==> src/rtl/mem_arbiter.sv <==
// Single-port SRAM arbiter between instruction fetch and data access.
// Data has priority; fetch is forced through after StarveLimit consecutive data grants.
module mem_arbiter #(
  parameter int MemAw       = 12,
  parameter int StarveLimit = 4
) (
  input  logic             clk,
  input  logic             reset,

  input  logic             i_req_valid,
  output logic             i_req_ready,
  input  logic [31:0]      i_addr,
  output logic             i_rsp_valid,
  output logic [31:0]      i_rdata,

  input  logic             d_req_valid,
  output logic             d_req_ready,
  input  logic [31:0]      d_addr,
  input  logic             d_we,
  input  logic [3:0]       d_wstrb,
  input  logic [31:0]      d_wdata,
  output logic             d_rsp_valid,
  output logic [31:0]      d_rdata,

  output logic             m_en,
  output logic [3:0]       m_wstrb,
  output logic [MemAw-1:0] m_addr,
  output logic [31:0]      m_wdata,
  input  logic [31:0]      m_rdata
);

  localparam logic [3:0] STARVE_MAX = 4'(StarveLimit);

  typedef enum logic [1:0] {
    OWN_NONE,
    OWN_I,
    OWN_D
  } owner_e;

  owner_e     rsp_owner_q, rsp_owner_d;
  logic [3:0] starve_cnt_q, starve_cnt_d;
  logic       i_gnt, d_gnt, fetch_forced;

  // Byte-offset and above-SRAM address bits carry no meaning here.
  logic unused_addr_bits;
  assign unused_addr_bits = ^{i_addr[31:MemAw+2], i_addr[1:0],
                              d_addr[31:MemAw+2], d_addr[1:0]};

  always_ff @(posedge clk) begin
    if (!reset) begin
      rsp_owner_q  <= OWN_NONE;
      starve_cnt_q <= '0;
    end else begin
      rsp_owner_q  <= rsp_owner_d;
      starve_cnt_q <= starve_cnt_d;
    end
  end

  always_comb begin
    fetch_forced = i_req_valid && (starve_cnt_q == STARVE_MAX);
    d_gnt        = reset && d_req_valid && !fetch_forced;
    i_gnt        = reset && i_req_valid && !d_gnt;

    starve_cnt_d = '0;
    if (d_gnt && i_req_valid) begin
      starve_cnt_d = (starve_cnt_q == STARVE_MAX) ? STARVE_MAX : starve_cnt_q + 4'd1;
    end

    rsp_owner_d = OWN_NONE;
    if (i_gnt) begin
      rsp_owner_d = OWN_I;
    end else if (d_gnt) begin
      rsp_owner_d = OWN_D;
    end
  end

  always_comb begin
    i_req_ready = i_gnt;
    d_req_ready = d_gnt;
    m_en        = i_gnt || d_gnt;
    m_wstrb     = '0;
    m_addr      = '0;
    m_wdata     = '0;
    if (i_gnt) begin
      m_addr = i_addr[MemAw+1:2];
    end else if (d_gnt) begin
      m_addr  = d_addr[MemAw+1:2];
      m_wdata = d_wdata;
      m_wstrb = d_we ? d_wstrb : 4'b0000;
    end

    // Gating with reset kills the response of an access granted just before reset.
    i_rsp_valid = reset && (rsp_owner_q == OWN_I);
    d_rsp_valid = reset && (rsp_owner_q == OWN_D);
  end

  assign i_rdata = m_rdata;
  assign d_rdata = m_rdata;

endmodule

==> config.mk <==
export PLATFORM = sky130hd
export DESIGN_NAME = mem_arbiter
export DESIGN_NICKNAME = d
export VERILOG_FILES = /design/src/rtl/mem_arbiter.sv
export SDC_FILE = /design/constraint.sdc
export NUM_CORES = 1
export LEC_CHECK = 0
export BUFFER_PORTS_ARGS = -buffer_cell sky130_fd_sc_hd__buf_2
export CAP_MARGIN = 15
export CORE_AREA = 3 3 97 99
export DETAILED_ROUTE_END_ITERATION = 7
export DIE_AREA = 0 0 100 102
export GPL_TIMING_DRIVEN = 0
export PLACE_DENSITY = 0.51
export SYNTH_ARGS = -nofsm -noshare
export SYNTH_HDL_FRONTEND = slang
export SYNTH_SLANG_ARGS = --single-unit
==> constraint.sdc <==
create_clock -name clk -period 1.51 [get_ports clk]
set_clock_uncertainty 0.2 [all_clocks]
set_input_delay 0.151 -clock clk [delete_from_list [all_inputs] [get_ports clk]]
set_output_delay 0.151 -clock clk [all_outputs]
set_load 0.02 [all_outputs]
==> impl_metrics.json <==
{
  "worstHoldStart": "d_req_valid",
  "die_h_um": 102,
  "multiInputGateArea_um2": 687,
  "crit_required_ns": 1.16,
  "status": "finished, violations left",
  "nFillCells": 870,
  "drtPass1Iterations": 4,
  "stdcell_count": 456,
  "drc": 0,
  "clock_path_buffers": 2,
  "rows": 34,
  "synth-seq-area-share_pct": 10.2,
  "slew_headroom_pct": 80.9,
  "drv_cap": 0,
  "antenna_found_initial": 0,
  "vias": 1655,
  "routed_wl_mm": 4.83,
  "violations": "negative setup slack",
  "cts.clk_slew.worst_paths_ns": 0.04,
  "cts-buffers-inserted": 3,
  "peakVddDrop_uv": 215,
  "crit_type": "reg -> out",
  "routed_via_density": 3.63,
  "setup_viol": 50,
  "r2r-end": "starve_cnt_q[2]",
  "grt_max_degree": 11,
  "cts-htree-levels": 1,
  "synth_top_cell_area_share_pct": 40.9,
  "drtIter0Drc": 16,
  "startpoint_type": "flip-flop",
  "ioPinCount": 254,
  "min_period_ns": 1.98,
  "synth_area_per_cell_um2": 7.79,
  "place_inst": 440,
  "die_w_um": 100,
  "fin_nets": 489,
  "place_ws_ns": -0.454,
  "timing_hold_violations_final": 0,
  "syn_nets": 290,
  "fmax_mhz": 505,
  "finalMaxSlewViolations": 0,
  "drt-wirelength-per-cell_um": 10.6,
  "dp_hpwl_mm": 3.88,
  "area_growth_pct": 146,
  "num_antenna_cells": 0,
  "grtUsageTotal_pct": 7.79,
  "die-area_mm2": 0.0102,
  "synth_seq_cells": 6,
  "min_to": "rsp_owner_q[0]",
  "cts_tree": "done",
  "critPathCaptureType": "output port",
  "initial_core_util_pct": 13.6,
  "clock_latency_ns": 0.22,
  "yosysWarnings": 0,
  "power_per_cell_area_mw_per_mm2": 426,
  "antenna_left": 0,
  "finalCritPeriodShare_pct": 131,
  "power.leakage_nw": 1.63,
  "overflow": 0,
  "synthTopCellsByArea": "buf_4 41%, and2_1 17%, a22o_2 10%",
  "syn-cell-area_mm2": 0.00118,
  "layout-drive-gt1-share_pct": 93.4,
  "synth_cell_type_count": 24,
  "r2r.worst_path.cells": 6,
  "hold_depth": 2,
  "worst_pin_slew_ns": 0.286,
  "cts-root-buf": "clkbuf_8",
  "synth_cells": 151,
  "regArea_um2": 123,
  "min_path_type": "in -> reg",
  "cts_sinks": 6,
  "synth_top_area_cell": "buf_4",
  "grt_pass1_vias": 1507,
  "grt_pass1_wl_mm": 6.44,
  "r2r_start": "starve_cnt_q[0]",
  "worst_ep_arrival_time_ns": 1.63,
  "critical_path.max_fanout": 5,
  "r2r_setup_slack_ns": 0.03,
  "fin_ws_ns": -0.471,
  "gp_congestion": 0.677,
  "rsz0062_at_grt": "true",
  "fp.coreArea_mm2": 0.00864,
  "io_buffers": 181
}
==> report_power, final <==
part	internal [mW]	switching, mW	leakage (nW)
Sequential	0.164	0.00196	0.0498
Combinational	0.450	0.375	1.56
Clock	0.172	0.0729	0.0216
==> worst max-delay path: stages (launching register included) <==
cell	delay (ns)
dfxtp_2	0.32
inv_2	0.06
ha_4	0.12
nor2b_4	0.16
a31oi_4	0.11
buf_6	0.17
buf_4	0.13
a22o_2	0.21
buf_6	0.13
==> state kept, by name, indices dropped and copies added, names as in the netlist <==
register,flops
starve_cnt_q,4
rsp_owner_q,2
==> kinds of logic (layout without fill, tap and decap cells) <==
family	after synthesis	count (layout)	synth area share, %
buffers and inverters	73	270	45.7
AND/OR/NAND/NOR	52	52	26.8
AO/OA/AOI/OAI	17	17	14.4
flip-flops	6	6	10.2
adder cells (fa/ha/maj)	2	2	2.13
XOR/XNOR	1	1	0.745
==> cell usage in the layout (no fill, tap or decap), types with 2 or more instances in the layout <==
cell type  instances
nand2_1            5
and2_4            24
dfxtp_2            2
buf_2            131
nor2_1             3
nor3_1             3
buf_6             46
and2_2             8
clkbuf_8           3
dfxtp_1            4
buf_4             80
and3_4             4
buf_8              5
inv_2              2
a22o_4             7
a22o_2             5
==> stage by stage <==
| step | hold slack, ns | area [µm²] | utilization [%] | power, mW | TNS [ns] |
|---|---|---|---|---|---|
| floorplan | 0.0429 | 1310 | - | 0.616 | -3.59 |
| global placement | 0.231 | 2350 | 27.2 | 0.848 | -14.77 |
| detailed placement | 0.246 | 2350 | 27.2 | 0.853 | -15.91 |
| CTS | 0.0106 | 2840 | 32.9 | 1.22 | -23.49 |
| global route | 0.0327 | 2900 | 33.6 | 1.30 | -25.29 |
| finish | 0.0121 | 2900 | 33.6 | 1.24 | -21.82 |
==> Yosys cell counts <==
cell / count
a21oi_1: 1
a21oi_2: 1
a22o_2: 12
a31oi_1: 1
a31oi_4: 1
and2_1: 32
and3_1: 4
and3b_1: 1
buf_2: 1
buf_4: 64
buf_6: 3
clkbuf_1: 2
dfxtp_1: 6
ha_1: 2
inv_1: 3
nand2_1: 5
nand3_1: 1
nand3b_2: 1
nor2_1: 3
nor2b_4: 1
nor3_1: 3
nor4_1: 1
o21a_1: 1
xor2_1: 1
==> per-layer routing <==
layer	track usage, %	vias to the layer above	part of all wire [%]	routed length (µm)
li1	-	821	-	-
met4	0.622	0	0.083	4
met1	7.51	712	30	1470
met5	0	-	0	0
met3	3.89	2	15	743
met2	15.4	120	54	2610
==> layout make-up <==
cell class | instances | share of cell area, %
clock buffers | 3 | 1.42
plain buffers | 69 | 19.0
repair buffers | 195 | 46.6
flip-flops and latches | 6 | 4.23
inverters | 3 | 0.388
well taps | 108 | 4.66
multi-input cells | 72 | 23.7
==> how the worst max path moves through the flow <==
| stage | depth (start not counted) | from | to | slack (ns) |
|---|---|---|---|---|
| finish | 8 | starve_cnt_q[0] | m_addr[0] | -0.47 |
| global route | 8 | starve_cnt_q[0] | m_wstrb[2] | -0.54 |
| CTS | 8 | starve_cnt_q[0] | m_wstrb[1] | -0.49 |
| detailed placement | 7 | starve_cnt_q[0] | m_wdata[6] | -0.45 |
| global placement | 7 | starve_cnt_q[0] | m_wdata[5] | -0.42 |
| floorplan | 7 | starve_cnt_q[1] | m_addr[10] | -0.12 |
==> repair_timing <==
item	in CTS	in global routing
hold endpoints to repair	0	0
hold buffers	0	0
setup endpoints to repair	50	51
resized for setup	114	18
setup buffers	10	1
gates cloned	2	1
pin swaps	16	8
Power figures use the tool's default switching activity.
